`src/rtl/mul_pkg.sv`:
```
// Shared types and constants for the RV64M multiply sequencing front-end.
package mul_pkg;

  localparam int MULW_BITS = 32;

  typedef enum logic [1:0] {
    MUL    = 2'd0,
    MULH   = 2'd1,
    MULHSU = 2'd2,
    MULHU  = 2'd3
  } mul_op_e;

  typedef enum logic [2:0] {
    IDLE  = 3'd0,
    ISSUE = 3'd1,
    WAIT  = 3'd2,
    DONE  = 3'd3,
    DRAIN = 3'd4
  } mul_state_e;

endpackage

```
`src/rtl/mul_sign_fix.sv`:
```
// Applies sign correction to the unsigned core product and selects the low,
// high or sign-extended word half of the corrected product.
module mul_sign_fix
  import mul_pkg::*;
#(
  parameter int WIDTH = 64
) (
  input  logic [2*WIDTH-1:0] mul_result,
  input  logic               neg,
  input  logic [1:0]         op,
  input  logic               word,
  output logic [WIDTH-1:0]   resp_data
);

  localparam int PW = 2 * WIDTH;

  logic [PW-1:0] p;

  always_comb begin
    p = neg ? (~mul_result + PW'(1)) : mul_result;
    resp_data = p[WIDTH-1:0];
    case (mul_op_e'(op))
      MUL: begin
        if (word) begin
          resp_data = {{(WIDTH-MULW_BITS){p[MULW_BITS-1]}}, p[MULW_BITS-1:0]};
        end
      end
      MULH, MULHSU, MULHU: resp_data = p[PW-1:WIDTH];
      default: resp_data = p[WIDTH-1:0];
    endcase
  end

endmodule

```
`src/rtl/mul_ctrl.sv`:
```
// Sequencer between EX-stage issue and the unsigned pipelined multiplier core:
// operand conditioning, start pulse, result capture and writeback handshake.
//
//   state | meaning
//   IDLE  | ready for a request
//   ISSUE | mul_start pulsed to the core this cycle
//   WAIT  | waiting for mul_ready of the live operation
//   DONE  | result presented to writeback until resp_ready
//   DRAIN | flushed op still in the core; swallow its mul_ready
module mul_ctrl
  import mul_pkg::*;
#(
  parameter int WIDTH = 64,
  parameter int TAG_W = 5
) (
  input  logic                 clk,
  input  logic                 reset,
  input  logic                 flush,
  input  logic                 req_valid,
  output logic                 req_ready,
  input  logic [1:0]           req_op,
  input  logic                 req_word,
  input  logic [WIDTH-1:0]     req_a,
  input  logic [WIDTH-1:0]     req_b,
  input  logic [TAG_W-1:0]     req_tag,
  output logic                 resp_valid,
  input  logic                 resp_ready,
  output logic [WIDTH-1:0]     resp_data,
  output logic [TAG_W-1:0]     resp_tag,
  output logic [WIDTH-1:0]     mul_a,
  output logic [WIDTH-1:0]     mul_b,
  output logic                 mul_start,
  input  logic [2*WIDTH-1:0]   mul_result,
  input  logic                 mul_ready
);

  mul_state_e        state;
  mul_state_e        state_next;
  mul_op_e           op_q;
  logic              word_q;
  logic              neg_q;
  logic [TAG_W-1:0]  tag_q;

  mul_op_e           op_in;
  logic              word_eff;
  logic              a_signed;
  logic              b_signed;
  logic [WIDTH-1:0]  a_ext;
  logic [WIDTH-1:0]  b_ext;
  logic              a_neg;
  logic              b_neg;
  logic [WIDTH-1:0]  a_mag;
  logic [WIDTH-1:0]  b_mag;

  logic              accept;
  logic              capture;
  logic [WIDTH-1:0]  fix_data;

  assign req_ready = (state == IDLE) & ~flush & ~reset;
  assign accept    = req_valid & req_ready;
  assign capture   = (state == WAIT) & mul_ready & ~flush;

  always_comb begin
    op_in    = mul_op_e'(req_op);
    word_eff = req_word & (op_in == MUL);
    a_signed = (op_in == MULH) | (op_in == MULHSU) | word_eff;
    b_signed = (op_in == MULH) | word_eff;
    a_ext    = req_a;
    b_ext    = req_b;
    if (word_eff) begin
      a_ext = {{(WIDTH-MULW_BITS){req_a[MULW_BITS-1]}}, req_a[MULW_BITS-1:0]};
      b_ext = {{(WIDTH-MULW_BITS){req_b[MULW_BITS-1]}}, req_b[MULW_BITS-1:0]};
    end
    a_neg = a_signed & a_ext[WIDTH-1];
    b_neg = b_signed & b_ext[WIDTH-1];
    // Most-negative input negates to itself, which is the correct unsigned magnitude.
    a_mag = a_neg ? (~a_ext + WIDTH'(1)) : a_ext;
    b_mag = b_neg ? (~b_ext + WIDTH'(1)) : b_ext;
  end

  always_comb begin
    state_next = state;
    case (state)
      IDLE: begin
        if (accept) state_next = ISSUE;
      end
      ISSUE: begin
        state_next = flush ? DRAIN : WAIT;
      end
      WAIT: begin
        // A flush landing on the product cycle has nothing left to drain.
        if (flush) state_next = mul_ready ? IDLE : DRAIN;
        else if (mul_ready) state_next = DONE;
      end
      DONE: begin
        if (flush || resp_ready) state_next = IDLE;
      end
      DRAIN: begin
        if (mul_ready) state_next = IDLE;
      end
      default: state_next = IDLE;
    endcase
  end

  always_ff @(posedge clk or posedge reset) begin
    if (reset) state <= IDLE;
    else       state <= state_next;
  end

  mul_sign_fix #(.WIDTH(WIDTH)) u_sign_fix (
    .mul_result (mul_result),
    .neg        (neg_q),
    .op         (op_q),
    .word       (word_q),
    .resp_data  (fix_data)
  );

  always_ff @(posedge clk or posedge reset) begin
    if (reset) begin
      mul_start  <= 1'b0;
      resp_valid <= 1'b0;
      resp_data  <= '0;
      resp_tag   <= '0;
      mul_a      <= '0;
      mul_b      <= '0;
      op_q       <= MUL;
      word_q     <= 1'b0;
      neg_q      <= 1'b0;
      tag_q      <= '0;
    end else begin
      mul_start  <= (state_next == ISSUE);
      resp_valid <= (state_next == DONE);
      if (accept) begin
        mul_a  <= a_mag;
        mul_b  <= b_mag;
        op_q   <= op_in;
        word_q <= word_eff;
        neg_q  <= a_neg ^ b_neg;
        tag_q  <= req_tag;
      end
      if (capture) begin
        resp_data <= fix_data;
        resp_tag  <= tag_q;
      end
    end
  end

endmodule

```
`config.mk`:
```
export PLATFORM = sky130hd
export DESIGN_NAME = mul_ctrl
export DESIGN_NICKNAME = d
export VERILOG_FILES = /design/src/rtl/mul_pkg.sv /design/src/rtl/mul_sign_fix.sv /design/src/rtl/mul_ctrl.sv
export SDC_FILE = /design/constraint.sdc
export NUM_CORES = 1
export LEC_CHECK = 0
export ABC_AREA = 1
export BUFFER_PORTS_ARGS = -buffer_cell sky130_fd_sc_hd__clkbuf_2
export CORE_MARGIN = 4
export CORE_UTILIZATION = 38
export CTS_CLUSTER_SIZE = 20
export DETAILED_ROUTE_END_ITERATION = 10
export GPL_TIMING_DRIVEN = 1
export PLACE_DENSITY = 0.7
export SYNTH_ARGS = -nofsm -noshare
export SYNTH_HDL_FRONTEND = slang
export SYNTH_HIERARCHICAL = 1
export SYNTH_SLANG_ARGS = --single-unit
```
`constraint.sdc`:
```
create_clock -name clk -period 18.35 [get_ports clk]
set_input_delay 2.7525 -clock clk [delete_from_list [all_inputs] [get_ports clk]]
set_output_delay 2.7525 -clock clk [all_outputs]
set_load 0.05 [all_outputs]
```
Word level (Yosys, flattened, before mapping)
Cells that the tools add are included.
{ "totals": {"output_inout_bits": 200, "ramBits": 0, "mem_count": 0, "latch_bits": 0, "input_bits": 270, "mem_bits_ro": 0, "word_cells": 62, "register_bits": 211} }
{ "op_classes": {"magnitude_cmp": 0, "reduce_logical": 5, "eq_ne": 11, "shift": 0, "addsub": 3, "muxes": 15, "bitwise": 17, "div": 0, "n_mul": 0} }
{ "ops": {"columns": ["operator", "n"], "rows": [
  ["$mux 64", 5],
  ["$add 128x1->128 const B", 1],
  ["$add 64x1->64 const B", 2],
  ["$mux 128", 1],
  ["$not 128->128", 1],
  ["$not 64->64", 2],
  ["$pmux 64 s2", 1],
  ["$mux 3", 7],
  ["$pmux 3 s5", 1],
  ["$eq 3x2->1 const B", 3],
  ["$and 1x1->1", 8],
  ["$eq 2x2->1 const B", 3],
  ["$eq 3x1->1 const B", 2],
  ["$eq 2x1->1 const B", 2],
  ["$logic_not 2->1", 2],
  ["$eq 3x3->1 const B", 1],
  ["$logic_not 3->1", 1],
  ["$or 1x1->1", 3],
  ["$reduce_or 3->1", 1],
  ["$not 1->1", 2],
  ["$logic_or 1x1->1", 1],
  ["$xor 1x1->1", 1]
]} }

Depth between registers and ports, before layout
Gate-level depths: netlist (run 1).
{ "depth": {"word_depth": 7, "ltp_mapped": 17, "mapped_depth_nobuf": 16} }

Modules after synthesis
The synthesis (run 1) kept the hierarchy.
{ "modules_own_cells": {"columns": ["mod", "cells_each", "area_each_um2", "instances"], "rows": [
  ["mul_ctrl", 1659, 12339.3, 1],
  ["mul_sign_fix", 1377, 5874.4, 1]
]} }

Worst setup path before layout (run 1)
No wires, ideal clock.
{ "synth_timing": {"kind": "input -> output", "start": "input port flush", "end": "output port req_ready", "slack_ns": 11.841, "arrival_ns": 3.757, "n_path_buf": 0, "path_stages": 1, "cell_sequence": "nor4_2"} }
{ "synth_between": {"elab_chain_cells": 3} }
{ "synth_rtl": {"columns": ["item", "line", "text"], "rows": [
  ["from (decl)", "mul_ctrl.sv:18", "input logic flush,"],
  ["$not 1->1", "mul_ctrl.sv:59", "assign req_ready = (state == IDLE) & ~flush & ~reset;"],
  ["$and 1x1->1 (2 in a row)", "mul_ctrl.sv:59", null],
  ["to (decl)", "mul_ctrl.sv:20", "output logic req_ready,"]
]} }
No other way between the ends.

Final worst setup path (run 1)
Same ends and word-level chain as after synthesis.

==> results.toml, run 1 <==
[status]
status = "finished clean"

[setup_path]
worstSetupEndpointType = "output pin"
crit_family = "buffers and inverters"
r2r_end = "mul_b[31]"
cp_slowest_stage_delay_ps = 410
r2r_slack_ps = 15350
endpoint = "req_ready"
crit_start = "flush"
worstPathCellList = "clkbuf_2, nor4_2, clkbuf_2"
crit_arrival_ps = 3620
critPathLaunchType = "input port"
timing.rr.start = "state[0]"
crit_type = "input port to output pin"
critPathBufInv = 2
crit_required_ps = 15600
cp_num_cells = 3
worstRegToRegCells = 7
worstPathMaxFanout = 3
crit_slowest_cell = "nor4_2"
critical_path.most_common_cell = "clkbuf_2"

[cts]
cts_tree = "built"
postCtsSetupBuffers = 0
clkSinkCount = 211
post_cts_resized = 0
clk_pin_slew_ps = 50
numCtsBuffers = 27
cts-htree-levels = 1
hold_buffers = 0
clock_tree.root_cell = "clkbuf_16"
clk_latency_ps = 560
cts_max_path_buffers = 3

[drt]
firstDrtPassIters = 8
drtAntennaViolNets = 0
route.detailed.drc = 0
dr_total_vias = 21800
routed_wl_microns = 81300
first_iter_violations = 2287
vias_per_cell = 5.36
routedWlPerCell_microns = 20.0

[synth]
synth-async-reset-ratio = 1.00
synthesis.nets = 3311
yosysTopAreaCell = "dfrtp_1"
synth-seq-cells = 211
synth_edf_count = 0
synth_ff_type = "dfrtp_1"
synth.distinct_cells = 44
netlist_area_sq_mm = 0.0182
yosysMostFrequentCell = "nand2_1"
netlist_top_cells_area = "dfrtp_1, nand2_1, nor2_1, nand3_1, o21ai_0"
synth_seq_area_share = 0.290
synth.top_cell.area_share = 0.290
synth_warnings = 6
synthCells = 3036
avgSynthCellArea_sq_um = 6.00
synth_commonest_cells = "nand2_1, nor2_1, nand3_1, dfrtp_1, inv_1"

[pwr]
finalPower_uw = 2910
ir_drop_mv = 0.130
p_sw_uw = 1570
internal_power_uw = 1340
p_sw_frac = 0.539
pwr-share-seq = 0.258
power_frac_comb = 0.556
power_frac_clock = 0.186
p_leak_uw = 0.0113
power_density_mw_per_mm2 = 133

[placement]
portBuffers = 469
gp_congestion = 1.02
dpl.hpwl_microns = 65400

[finish]
finalNetCount = 3718
drive_gt1_frac = 0.192
synthToLayoutAreaGrowth_pct = 19.7

[grt]
grt_pass1_wl_microns = 119000
grt_pass1_vias = 20400
antenna_found_initial = 2
grt_usage = 0.300
grt_start_max_net_pins = 102
gr-total-overflow = 0

[die]
core_sq_mm = 0.0470
io-pin-count = 470
dieWidth_microns = 227
initial_utilization = 0.388
die_area_sq_mm = 0.0515
die_h_microns = 227
row_count = 79

[timing]
tns_ps = 0
max_slew_margin = 0.300
max_freq_mhz = 157
rsz0062_at_grt = "no"
slew_viol_final = 0
period_needed_ps = 6370
setup_viol = 0
worst_slew_pin_slew_ps = 1050
period_share = 0.347
hold_viol_final = 0
fin_skew_ps = 12.0

[min_path]
hold_class = "flip-flop to flip-flop"

[job]
cap_violations = 0
-- logic make-up after synthesis --
group / Yosys count / synth area share
AOI/OAI and AO/OA: 277 / 0.0793
xor gates and xnor gates: 76 / 0.0365
adders and majority gates: 5 / 0.00343
buffers and inverters: 310 / 0.0719
DFF: 211 / 0.290
muxes: 64 / 0.0396
and+or+nand+nor: 2093 / 0.479
-- state kept, by name, summed over array words and instances, names as in the netlist --
name / flops
op_q: 2
resp_tag: 5
neg_q: 1
resp_valid: 1
word_q: 1
resp_data: 64
mul_a: 64
state: 3
mul_start: 1
mul_b: 64
tag_q: 5
-- power groups by stage --
stage                     Sequential [uW]  Combinational [uW]  Clock (uW)
after CTS                             749                1610         556
after detailed placement              753                1610           0
final                                 751                1620         541
after floorplan                      1300                 578           0
after global placement                754                1590           0
after global routing                  767                1720         569
-- tightest hold or removal path, stage by stage (launching register included) --
cell	delay, ps
dfrtp_1	340
nand2_1	50
nand2_1	60
-- how the worst min path moves through the flow --
stage | depth (start not counted) | start | slack, ps | to
global route | 2 | mul_a[22] | 500 | mul_a[22]
finish | 2 | mul_b[61] | 480 | mul_b[61]
floorplan | 2 | op_q[1] | 450 | op_q[1]
global placement | 2 | mul_a[11] | 470 | mul_a[11]
detailed placement | 2 | mul_b[23] | 470 | mul_b[23]
CTS | 2 | mul_b[61] | 480 | mul_b[61]
-- cell type report --
class / count / area, sq um
diodes: 3 / 7.51
clock buffers: 39 / 781
inverters: 206 / 781
repair buffers: 482 / 2440
fillers: 5195 / 25100
well taps: 607 / 759
flip-flops and latches: 211 / 5280
multi-input cells: 2515 / 11700
clock inverters: 8 / 101
-- cell usage in the layout, fill, tap and decap left out, drive strengths merged, types with 6 or more instances in the layout --
cell type / synthesis / routed
nand4: 50 / 50
xor2: 52 / 52
nor3: 9 / 9
buf: 65 / 13
dfrtp: 211 / 211
xnor2: 24 / 24
inv: 206 / 206
nor2: 535 / 535
a21oi: 58 / 58
and2: 6 / 6
nand2: 1166 / 1166
clkbuf: 39 / 508
nand3b: 25 / 25
o21ai: 197 / 197
o31ai: 8 / 8
mux2: 64 / 64
nand3: 296 / 296
-- per-stage QoR --
stage	cells	hold WS [ps]	cell area, sq um	worst slack, ps	util
2_1_floorplan	3036	454	18200	9830	-
3_3_place_gp	4021	466	20900	12000	0.446
3_5_place_dp	4021	465	20900	11980	0.446
4_1_cts	4068	482	21800	11970	0.464
5_1_grt	4068	499	21800	11930	0.464
6_report	4071	476	21800	11980	0.465
-- routing by layer --
| metal | up-vias | routed length (microns) | GRT usage |
|---|---|---|---|
| met1 | 10000 | 33000 | 0.388 |
| met3 | 197 | 6710 | 0.0496 |
| met2 | 1059 | 38000 | 0.508 |
| li1 | 10500 | - | - |
| met4 | 4 | 3520 | 0.108 |
| met5 | - | 22 | 0 |
No activity file was read; power rests on OpenSTA's default activity.
==> inputs of run 2 (changes only) <==
--- a/config.mk
+++ b/config.mk
@@ -12,7 +12,7 @@
 export CTS_CLUSTER_SIZE = 20
 export DETAILED_ROUTE_END_ITERATION = 10
 export GPL_TIMING_DRIVEN = 1
-export PLACE_DENSITY = 0.7
+export PLACE_DENSITY = 0.72
 export SYNTH_ARGS = -nofsm -noshare
 export SYNTH_HDL_FRONTEND = slang
 export SYNTH_HIERARCHICAL = 1
==> constraint.sdc (replaced) <==
create_clock -name clk -period 5.7 [get_ports clk]
set_input_delay 0.855 -clock clk [delete_from_list [all_inputs] [get_ports clk]]
set_output_delay 0.855 -clock clk [all_outputs]
set_load 0.05 [all_outputs]
==> run 2 against run 1 <==
Compared with the run above: largest power group unchanged; cell count barely moved; setup slack got worse by 9800 ps; first-iteration DRC count fell by 2.1%; critical path depth is 9 higher; largest cell class unchanged; combinational power rose to 3.2 times the previous value; global-route usage rose by 0.35 points; sequential share of layout area is essentially flat; wire length increased by 0.64%; clock skew rose by 11 ps; total power rose to 3.2 times the previous value; cell area down 0.11%; register-to-register slack worse by 13000 ps.
==> results.toml, run 2 (same netlist as run 1, synthesis figures left out) <==
[status]
status = "finished clean"

[finish]
seq_area_sq_mm = 0.00528
synthToLayoutAreaGrowth_pct = 19.6
mostFrequentLayoutCells = "nand2_1, nor2_1, clkbuf_2, nand3_1, dfrtp_1"
multiInputGateArea_sq_mm = 0.0117
final_common_cell = "nand2_1"
fill_cells = 5175
top_regs = "mul_a (64), mul_b (64), resp_data (64)"
fin_util = 0.464
drive_gt1_frac = 0.193
finalNetCount = 3720

[cts]
clock_tree.root_cell = "clkbuf_16"
postCtsSetupBuffers = 0
hold_buffers = 0
post_cts_resized = 0
cts_max_path_buffers = 3
numCtsBuffers = 26
cts_tree = "built"
clk_latency_ps = 590
clk_pin_slew_ps = 60
clkSinkCount = 211
cts-htree-levels = 1

[drt]
first_iter_violations = 2239
dr_total_vias = 21900
routedWlPerCell_microns = 20.1
vias_per_cell = 5.38
drtAntennaViolNets = 0
routed_wl_microns = 81800
firstDrtPassIters = 8
route.detailed.drc = 0

[setup_path]
worstPathMaxFanout = 48
worstSetupEndpointType = "flip-flop"
crit_type = "input port to flip-flop"
crit_required_ps = 6180
critPathLaunchType = "input port"
crit_arrival_ps = 3980
cp_slowest_stage_delay_ps = 810
crit_slowest_cell = "inv_2"
crit_family = "simple AND/OR/NAND/NOR gates"
worstPathCellList = "clkbuf_2, inv_1, ha_1, nand3_1, nand2_1, nand2_2, inv_2, o21ai_1, nand3_1, nand2_1, nand3_1, nand2_1"
critPathBufInv = 3

[timing]
setup_viol = 0
period_share = 0.614
fin_ws_ps = 2200
rsz0062_at_grt = "no"
tns_ps = 0
max_freq_mhz = 286
period_needed_ps = 3500
fin_skew_ps = 22.5
hold_viol_final = 0
slew_viol_final = 0
max_slew_margin = 0.367
worst_slew_pin_slew_ps = 949

[placement]
portBuffers = 469
gp_congestion = 1.02
pre_cts_ws_ps = 1580
dpl.hpwl_microns = 66500

[die]
die_h_microns = 227
core_sq_mm = 0.0470
die_area_sq_mm = 0.0515
dieWidth_microns = 227
io-pin-count = 470
row_count = 79
initial_utilization = 0.388

[grt]
grt_usage = 0.303
gr-total-overflow = 0
grt_pass1_wl_microns = 120000
grt_pass1_vias = 20400
antenna_found_initial = 4
grt_start_max_net_pins = 85

[min_path]
hold_class = "input port to asynchronous set/reset pin"

[pwr]
p_leak_uw = 0.0113
power_density_mw_per_mm2 = 426
ir_drop_mv = 0.373

[job]
cap_violations = 0
## run 2: through the flow
stage          power (uW)  cell area (sq um)  hold WS, ps  cells
2_1_floorplan        6030              18200          454   3036
3_3_place_gp         7560              20900          465   4024
3_5_place_dp         7600              20900          465   4024
4_1_cts              9300              21800          344   4069
5_1_grt              9800              21800          392   4071
6_report             9280              21800          359   4073
## run 2: per-layer routing
metal  part of all wire  vias to the layer above  GRT usage
met5            0.00033                        -          0
li1                   -                    10500          -
met3              0.084                      204     0.0524
met1               0.40                    10100      0.391
met2               0.46                     1118      0.503
met4              0.053                        4      0.132
## run 2: final timing paths
path                                  to  startpoint  depth (start not counted)  slack [ps]
max                            mul_a[60]   req_op[1]                         12        2200
min reg2reg                     mul_b[2]    mul_b[2]                          2         480
min                            mul_a[23]       reset                          2         360
max in group asynchronous      mul_b[38]       reset                          3        4190
min in group clk                tag_q[1]  req_tag[1]                          3         470
max reg2reg                resp_data[20]     op_q[1]                          8        2750
## run 2: power by group
part           internal, uW  leakage, uW  switching, uW
Clock                   947     0.000411            703
Sequential             2040      0.00266            393
Combinational          1240      0.00825           3950
Total                  4230       0.0113           5050
## run 2: area by class of cell
type	count	area share
multi-input cells	2515	0.535
diodes	4	0.000459
clock buffers	36	0.0339
clock inverters	9	0.00448
repair buffers	485	0.113
well taps	607	0.0349
flip-flops and latches	211	0.243
inverters	206	0.0357
